`src/rtl/hbm_arb_pkg.sv`:
```
// ---------------------------------------------------------------------------
// hbm_arb_pkg
//   Shared types for the 2:1 HBM AXI write-channel arbiter.
//   - Default interface widths as used by the HBM channel initiator.
//   - Packed payload structs for the AW, W and B channels, at those widths.
//   - SRC_W: width of the source-master prefix added to downstream IDs.
//   - aw_state_e: states of the AW grant FSM.
// ---------------------------------------------------------------------------
package hbm_arb_pkg;

  localparam int SRC_W      = 1;
  localparam int HBM_ADDR_W = 64;
  localparam int HBM_DATA_W = 256;
  localparam int HBM_ID_W   = 7;

  typedef enum logic [0:0] {
    IDLE = 1'b0,
    HOLD = 1'b1
  } aw_state_e;

  typedef struct packed {
    logic [HBM_ID_W-1:0]   id;
    logic [HBM_ADDR_W-1:0] addr;
    logic [7:0]            len;
  } aw_pld_t;

  typedef struct packed {
    logic [HBM_DATA_W-1:0]   data;
    logic [HBM_DATA_W/8-1:0] strb;
    logic                    last;
  } w_pld_t;

  typedef struct packed {
    logic [HBM_ID_W-1:0] id;
    logic [1:0]          resp;
  } b_pld_t;

endpackage

```
`src/rtl/hbm_arb_owner_fifo.sv`:
```
// ---------------------------------------------------------------------------
// hbm_arb_owner_fifo
//   1-bit wide FIFO recording which master owns each granted-but-unfinished
//   write burst. The head tells the W mux whose beats to pass next.
//
//   Ports:
//     clk100_in_clk       clock
//     axi_reset_in_reset  synchronous active-high reset, empties the FIFO
//     push / push_data    enqueue the granted master index
//     pop                 dequeue on acceptance of a burst's last beat
//     full / empty        occupancy flags
//     head                owner of the oldest outstanding burst
//
//   Pointers carry one extra wrap bit so full and empty are distinguished by
//   comparing the MSBs while the lower bits match.
// ---------------------------------------------------------------------------
module hbm_arb_owner_fifo #(
  parameter int DEPTH = 4
) (
  input  logic clk100_in_clk,
  input  logic axi_reset_in_reset,
  input  logic push,
  input  logic push_data,
  input  logic pop,
  output logic full,
  output logic empty,
  output logic head
);

  localparam int PTR_W = $clog2(DEPTH);

  logic [PTR_W:0]   wr_ptr_q;
  logic [PTR_W:0]   rd_ptr_q;
  logic [DEPTH-1:0] mem_q;
  logic             do_push;
  logic             do_pop;

  assign do_push = push & ~full;
  assign do_pop  = pop & ~empty;

  always_ff @(posedge clk100_in_clk) begin
    if (axi_reset_in_reset) begin
      wr_ptr_q <= '0;
      rd_ptr_q <= '0;
      mem_q    <= '0;
    end else begin
      if (do_push) begin
        mem_q[wr_ptr_q[PTR_W-1:0]] <= push_data;
        wr_ptr_q <= wr_ptr_q + (PTR_W+1)'(1);
      end
      if (do_pop) begin
        rd_ptr_q <= rd_ptr_q + (PTR_W+1)'(1);
      end
    end
  end

  assign empty = (wr_ptr_q == rd_ptr_q);
  assign full  = (wr_ptr_q[PTR_W] != rd_ptr_q[PTR_W]) &&
                 (wr_ptr_q[PTR_W-1:0] == rd_ptr_q[PTR_W-1:0]);
  assign head  = mem_q[rd_ptr_q[PTR_W-1:0]];

endmodule

```
`src/rtl/hbm_axi_wr_arbiter.sv`:
```
// ---------------------------------------------------------------------------
// hbm_axi_wr_arbiter
//   2:1 AXI4 write-channel arbiter (AW/W/B) sharing one HBM NoC initiator
//   port between two masters. Read channels do not pass through here.
//
//   AW: round-robin grant, one registered downstream AW in flight at a time.
//   W : combinational mux steered by the owner FIFO head, so bursts follow
//       AW grant order and never interleave.
//   B : combinational demux on the source prefix bit of the downstream ID.
//
//   Ports (per-master buses pack master 0 in the low slice):
//     clk100_in_clk, axi_reset_in_reset   clock, sync active-high reset
//     s_aw_valid/ready/pld                upstream AW, pld = {id, addr, len}
//     s_w_valid/ready/pld                 upstream W,  pld = {data, strb, last}
//     s_b_valid/ready/pld                 upstream B,  pld = {id, resp}
//     m_aw_valid/ready/pld                downstream AW, pld = {src, id, addr, len}
//     m_w_valid/ready/pld                 downstream W,  pld = {data, strb, last}
//     m_b_valid/ready/pld                 downstream B,  pld = {src, id, resp}
//
//   Build option:
//     HBM_ARB_FIXED_PRIO_EN  master 0 always wins an AW grant when it
//                            requests; rr_last is not kept.
//
//   AW FSM:
//     state | meaning
//     IDLE  | no downstream AW pending; may grant one upstream AW
//     HOLD  | latched AW presented on m_aw, waiting for m_aw_ready
// ---------------------------------------------------------------------------
module hbm_axi_wr_arbiter
  import hbm_arb_pkg::*;
#(
  parameter int ADDR_W    = 64,
  parameter int DATA_W    = 256,
  parameter int ID_W      = 7,
  parameter int OWN_DEPTH = 4
) (
  input  logic                             clk100_in_clk,
  input  logic                             axi_reset_in_reset,

  input  logic [1:0]                       s_aw_valid,
  output logic [1:0]                       s_aw_ready,
  input  logic [2*(ID_W+ADDR_W+8)-1:0]     s_aw_pld,

  input  logic [1:0]                       s_w_valid,
  output logic [1:0]                       s_w_ready,
  input  logic [2*(DATA_W+DATA_W/8+1)-1:0] s_w_pld,

  output logic [1:0]                       s_b_valid,
  input  logic [1:0]                       s_b_ready,
  output logic [2*(ID_W+2)-1:0]            s_b_pld,

  output logic                             m_aw_valid,
  input  logic                             m_aw_ready,
  output logic [ID_W+1+ADDR_W+8-1:0]       m_aw_pld,

  output logic                             m_w_valid,
  input  logic                             m_w_ready,
  output logic [DATA_W+DATA_W/8+1-1:0]     m_w_pld,

  input  logic                             m_b_valid,
  output logic                             m_b_ready,
  input  logic [ID_W+3-1:0]                m_b_pld
);

  localparam int AW_PW  = ID_W + ADDR_W + 8;
  localparam int MAW_PW = SRC_W + AW_PW;
  localparam int W_PW   = DATA_W + DATA_W/8 + 1;
  localparam int SB_PW  = ID_W + 2;
  localparam int MB_PW  = SRC_W + SB_PW;

  aw_state_e         state_q;
  aw_state_e         state_d;
  logic [MAW_PW-1:0] aw_pld_q;
  logic [AW_PW-1:0]  sel_aw_pld;
  logic              grant_en;
  logic              grant_idx;

  logic              own_push;
  logic              own_pop;
  logic              own_full;
  logic              own_empty;
  logic              own_head;

  logic              b_src;

  // ---------------------------------------------------------------------
  // Grant selection
  // ---------------------------------------------------------------------
`ifdef HBM_ARB_FIXED_PRIO_EN
  // Master 1 only wins when master 0 is not requesting.
  assign grant_idx = ~s_aw_valid[0];
`else
  logic rr_last_q;

  // Alternate on contention; a lone requester always wins.
  always_comb begin
    if (&s_aw_valid) begin
      grant_idx = ~rr_last_q;
    end else begin
      grant_idx = s_aw_valid[1];
    end
  end

  // Reset to 1 so master 0 wins the first contended grant.
  always_ff @(posedge clk100_in_clk) begin
    if (axi_reset_in_reset) begin
      rr_last_q <= 1'b1;
    end else if (grant_en) begin
      rr_last_q <= grant_idx;
    end
  end
`endif

  assign sel_aw_pld = grant_idx ? s_aw_pld[2*AW_PW-1 -: AW_PW]
                                : s_aw_pld[AW_PW-1:0];

  // ---------------------------------------------------------------------
  // AW FSM
  // ---------------------------------------------------------------------
  always_comb begin
    state_d    = state_q;
    s_aw_ready = '0;
    grant_en   = 1'b0;
    own_push   = 1'b0;
    unique case (state_q)
      IDLE: begin
        // Ready is gated by reset so no grant leaks out while the block is
        // being cleared.
        if (!axi_reset_in_reset && (|s_aw_valid) && !own_full) begin
          grant_en              = 1'b1;
          s_aw_ready[grant_idx] = 1'b1;
          own_push              = 1'b1;
          state_d               = HOLD;
        end
      end
      HOLD: begin
        if (m_aw_ready) begin
          state_d = IDLE;
        end
      end
      default: begin
        state_d = IDLE;
      end
    endcase
  end

  always_ff @(posedge clk100_in_clk) begin
    if (axi_reset_in_reset) begin
      state_q  <= IDLE;
      aw_pld_q <= '0;
    end else begin
      state_q <= state_d;
      if (grant_en) begin
        aw_pld_q <= {grant_idx, sel_aw_pld};
      end
    end
  end

  assign m_aw_valid = (state_q == HOLD) && !axi_reset_in_reset;
  assign m_aw_pld   = aw_pld_q;

  // ---------------------------------------------------------------------
  // Owner FIFO: one entry per granted burst whose last beat is still due
  // ---------------------------------------------------------------------
  hbm_arb_owner_fifo #(
    .DEPTH (OWN_DEPTH)
  ) u_owner_fifo (
    .clk100_in_clk      (clk100_in_clk),
    .axi_reset_in_reset (axi_reset_in_reset),
    .push               (own_push),
    .push_data          (grant_idx),
    .pop                (own_pop),
    .full               (own_full),
    .empty              (own_empty),
    .head               (own_head)
  );

  // ---------------------------------------------------------------------
  // W mux: only the head owner's beats reach the initiator
  // ---------------------------------------------------------------------
  always_comb begin
    m_w_valid = 1'b0;
    m_w_pld   = '0;
    s_w_ready = '0;
    if (!own_empty && !axi_reset_in_reset) begin
      m_w_valid           = s_w_valid[own_head];
      m_w_pld             = own_head ? s_w_pld[2*W_PW-1 -: W_PW]
                                     : s_w_pld[W_PW-1:0];
      s_w_ready[own_head] = m_w_ready;
    end
  end

  // last is the LSB of the W payload.
  assign own_pop = m_w_valid & m_w_ready & m_w_pld[0];

  // ---------------------------------------------------------------------
  // B demux: route by src prefix, strip it on the way up
  // ---------------------------------------------------------------------
  assign b_src = m_b_pld[MB_PW-1];

  always_comb begin
    s_b_valid = '0;
    s_b_pld   = '0;
    m_b_ready = 1'b0;
    if (!axi_reset_in_reset) begin
      s_b_valid[b_src] = m_b_valid;
      m_b_ready        = s_b_ready[b_src];
      if (b_src) begin
        s_b_pld[2*SB_PW-1 -: SB_PW] = m_b_pld[SB_PW-1:0];
      end else begin
        s_b_pld[SB_PW-1:0] = m_b_pld[SB_PW-1:0];
      end
    end
  end

endmodule

```
`config.mk`:
```
export PLATFORM = sky130hd
export DESIGN_NAME = hbm_axi_wr_arbiter
export DESIGN_NICKNAME = d
export VERILOG_FILES = /design/src/rtl/hbm_arb_pkg.sv /design/src/rtl/hbm_arb_owner_fifo.sv /design/src/rtl/hbm_axi_wr_arbiter.sv
export SDC_FILE = /design/constraint.sdc
export NUM_CORES = 1
export LEC_CHECK = 0
export CAP_MARGIN = 20
export CORE_AREA = 3 3 452 454
export CTS_CLUSTER_SIZE = 12
export DETAILED_ROUTE_END_ITERATION = 8
export DIE_AREA = 0 0 455 457
export HOLD_SLACK_MARGIN = 0.05
export SYNTH_ARGS = -nofsm -noshare
export SYNTH_HDL_FRONTEND = slang
export SYNTH_SLANG_ARGS = --single-unit
```
`constraint.sdc`:
```
create_clock -name clk100_in_clk -period 2.7 [get_ports clk100_in_clk]
set_clock_uncertainty 0.05 [all_clocks]
set_input_delay 0.54 -clock clk100_in_clk [delete_from_list [all_inputs] [get_ports clk100_in_clk]]
set_output_delay 0.54 -clock clk100_in_clk [all_outputs]
set_load 0.01 [all_outputs]
```
==> results of run 1 <==
-- sequential cells by signal, summed over array words and instances, names as in the netlist --
name                   cells
u_owner_fifo.rd_ptr_q      3
rr_last_q                  1
state_q                    1
u_owner_fifo.mem_q         4
m_aw_pld                  80
u_owner_fifo.wr_ptr_q      3
-- logic make-up (layout without fill, tap and decap cells) --
| kind of cell | count (synthesis) | after routing | synth area share [%] |
|---|---|---|---|
| xor gates and xnor gates | 4 | 4 | 0.566 |
| adders and majority gates | 5 | 5 | 0.707 |
| buffers and inverters | 142 | 1456 | 8.06 |
| muxes | 89 | 90 | 10.2 |
| AOI/OAI and AO/OA | 385 | 385 | 28.6 |
| DFF | 92 | 92 | 20.8 |
| and+or+nand+nor | 713 | 714 | 31.1 |
| other | 0 | 51 | 0 |
-- worst min-delay path, cell delays in order, from the launching register on --
cell	delay (ns)
dfxtp_1	0.32
nand2_1	0.05
a21oi_1	0.06
-- power by group through the flow --
stage               Sequential [uW]  Clock, uW  Combinational [uW]
floorplan                      1620          0                1100
global placement               1570          0                4530
detailed placement             1570          0                4520
CTS                            1540       1680                4840
global route                   1550       1680                5380
finish                         1540       1540                5160
-- layout make-up --
type,instances,area share (%)
Antenna cell,51,0.437
Tap cell,2656,11.4
Multi-Input combinational cell,1198,27.4
Clock buffer,9,0.771
Sequential cell,92,6.33
Inverter,8,0.103
Timing Repair Buffer,1432,53.3
Clock inverter,7,0.274
-- Yosys cell counts --
cell	instances
a21oi_2	100
xor2_2	2
nand3_1	4
clkbuf_1	48
mux4_2	1
o31a_1	1
o311a_2	1
nor2b_1	1
buf_2	66
a21oi_1	197
or2_1	1
dfxtp_1	92
mux2_2	1
nand2_1	597
and2_1	20
o21ai_0	4
buf_1	7
ha_1	5
and3_1	1
nand3b_1	1
inv_1	8
nor3_1	1
xor2_1	1
a211oi_1	79
o311ai_2	1
or2_2	1
buf_6	13
xnor2_1	1
mux2i_1	87
a21boi_1	1
nor2_1	85
nand4_1	1
a31o_2	1
-- worst paths after layout --
check                                                             end  slack, ns  cells after the start
worst max-delay path                                     m_w_pld[109]      -0.39                      8
worst min-delay path                        m_aw_pld[79]$_SDFFE_PP0P_       0.42                      2
worst max register to register  u_owner_fifo.rd_ptr_q[2]$_SDFFE_PP0P_       0.09                      9
worst min register to register              m_aw_pld[79]$_SDFFE_PP0P_       0.42                      2
-- metal layers --
metal | wire [um] | GRT usage (%) | vias up
li1 | - | - | 7480
met1 | 76600 | 20.5 | 8283
met2 | 89600 | 28.8 | 1201
met3 | 19400 | 6.62 | 353
met4 | 8780 | 6.21 | 110
met5 | 728 | 0 | -
-- cell usage in the layout, fill, tap and decap left out, types with 29 or more instances in the layout --
master and n:
a211oi_1 79, a21oi_1 91, a21oi_2 140, a21oi_4 66, buf_12 126, buf_2 72, buf_4 149, buf_6 116
buf_8 29, clkbuf_16 29, clkbuf_2 39, clkdlybuf4s50_1 835, dfxtp_1 89, diode_2 51, mux2i_1 85, nand2_1 447
nand2_2 105, nand2_4 36, nor2_1 85
-- metrics by stage --
step                hold slack [ns]  cell area [sq um]  setup slack (ns)
floorplan                     0.388               8850             0.475
global placement              0.399              25400            -0.419
detailed placement            0.414              25400            -0.459
CTS                           0.429              27300            -0.508
global route                  0.441              29100            -0.468
finish                        0.418              29200            -0.395
-- timing repair --
action	4_1_cts	5_1_grt
endpoints found under the setup margin	296	331
setup buffers	38	43
pin swaps	6	64
resized for setup	670	539
gates cloned	14	23
==> impl_metrics.env, run 1 <==
export IMPL_status="finished, violations left"
export IMPL_violations="setup timing"
export IMPL_slowest_stage="mux4_4"
export IMPL_criticalPathCategory="flop to output port"
export IMPL_p_per_area_nw_per_um2=282
export IMPL_vdd_drop_max_uv=275
export IMPL_port_buffers=1152
export IMPL_rows=164
export IMPL_synth_cells=1430
export IMPL_cts_tree="built"
export IMPL_path_buf_inv=5
export IMPL_ys_seq_area_share_pct=20.8
export IMPL_grt_antenna_before_repair=193
export IMPL_r2r_start="u_owner_fifo.rd_ptr_q[0]$_SDFFE_PP0P_"
export IMPL_core_area_sq_um=200000
export IMPL_period_share_pct=115
export IMPL_ctsHoldBuffers=0
export IMPL_critPathCaptureType="output port"
export IMPL_drc=0
export IMPL_instances_no_fill=5453
export IMPL_max_cap_violations=0
export IMPL_setup_tns_ns=-82.35
export IMPL_crit_family="buffers and inverters"
export IMPL_fmax_mhz=323
export IMPL_clkLatencyLatePin_ns=0.43
export IMPL_min_path_type="flop to flop"
export IMPL_drt_iter0_markers=1387
export IMPL_critPathArrivalTime_ns=2.50
export IMPL_worstPathRequired_ns=2.11
export IMPL_io_pins=1153
export IMPL_p_leak_uw=0.0111
export IMPL_multi_input_area_sq_um=8000
export IMPL_fill_cells=22700
export IMPL_netlist_area_sq_um=8850
export IMPL_gp_congestion=1.01
export IMPL_p_comb_share_pct=62.6
export IMPL_synth_top_cell_area_share_pct=25.3
export IMPL_dr_pass1_iters=5
export IMPL_routedWlPerCell_um=35.8
export IMPL_finish_utilization_pct=14.6
export IMPL_seqCellArea_sq_um=1850
export IMPL_slowest_delay_ns=0.67
export IMPL_crit_path_start="u_owner_fifo.rd_ptr_q[0]$_SDFFE_PP0P_"
export IMPL_rsz0062_at_grt="true"
export IMPL_placedCellCount=5304
export IMPL_ctsLongestPathBuffers=2
export IMPL_start_util_pct=4.42
export IMPL_die_y_um=457
export IMPL_worstPathCellList="mux4_4 -> buf_12 -> buf_16 -> buf_12 -> buf_12 -> nand2_4 -> a21oi_4 -> buf_8"
export IMPL_htreeDepth=3
export IMPL_grt_max_degree=75
export IMPL_synth_top_area_cell="nand2_1"
export IMPL_yosysWarnings=0
export IMPL_nNetsFinal=3503
export IMPL_timing_hold_violations_final=0
export IMPL_dp_hpwl_mm=170
export IMPL_drive_above_1_share_pct=35.5
export IMPL_grt_pass1_wl_mm=224
export IMPL_yosys_top_cells_area="nand2_1, dfxtp_1, a21oi_1"
export IMPL_fin_ws_ns=-0.395
export IMPL_grt_overflow=0
export IMPL_p_sw_uw=3540
export IMPL_die_area_sq_um=208000
export IMPL_final_antenna_net_count=0
export IMPL_ys_types=33
export IMPL_maxSlewHeadroom_pct=57.7
export IMPL_power_frac_clock_pct=18.7
export IMPL_vias=17400
export IMPL_drv_slew=0
export IMPL_post_drt_via_cell_ratio=3.20
export IMPL_start_kind="flop"
export IMPL_worst_path_most_repeated_cell="buf_12"
export IMPL_synth_ff_latch_count=92
export IMPL_power_frac_seq_pct=18.7
export IMPL_worst_slew_pin_slew_ns=0.617
export IMPL_fin_crit_ns=3.09
export IMPL_syn2layout_area_growth_pct=230
export IMPL_cts_made_buffers=9
export IMPL_grt_use_total_pct=17.5
export IMPL_synth_area_per_cell_sq_um=6.19
export IMPL_finalSetupViolCount=299
export IMPL_holdCritStartpoint="m_aw_pld[79]$_SDFFE_PP0P_"
export IMPL_syn_nets=2192
export IMPL_path_max_fanout=8
export IMPL_sw_frac_of_total_pct=42.9
export IMPL_cts_root_buf="clkbuf_16"
export IMPL_cts_sinks=92
export IMPL_cts_clk_slew_worst_paths_ns=0.09
export IMPL_drt_wl_total_mm=195
export IMPL_grt_pass1_vias=16200
export IMPL_p_int_uw=4700
export IMPL_finalPower_uw=8240
export IMPL_die_x_um=455
Note: power is estimated with default switching activity, not from simulation.
==> run 2, diff against run 1 <==
Settings changed: CAP_MARGIN 20 to default.
==> results of run 2 <==
Final layout, timing and power as in run 1 (identical DEF).
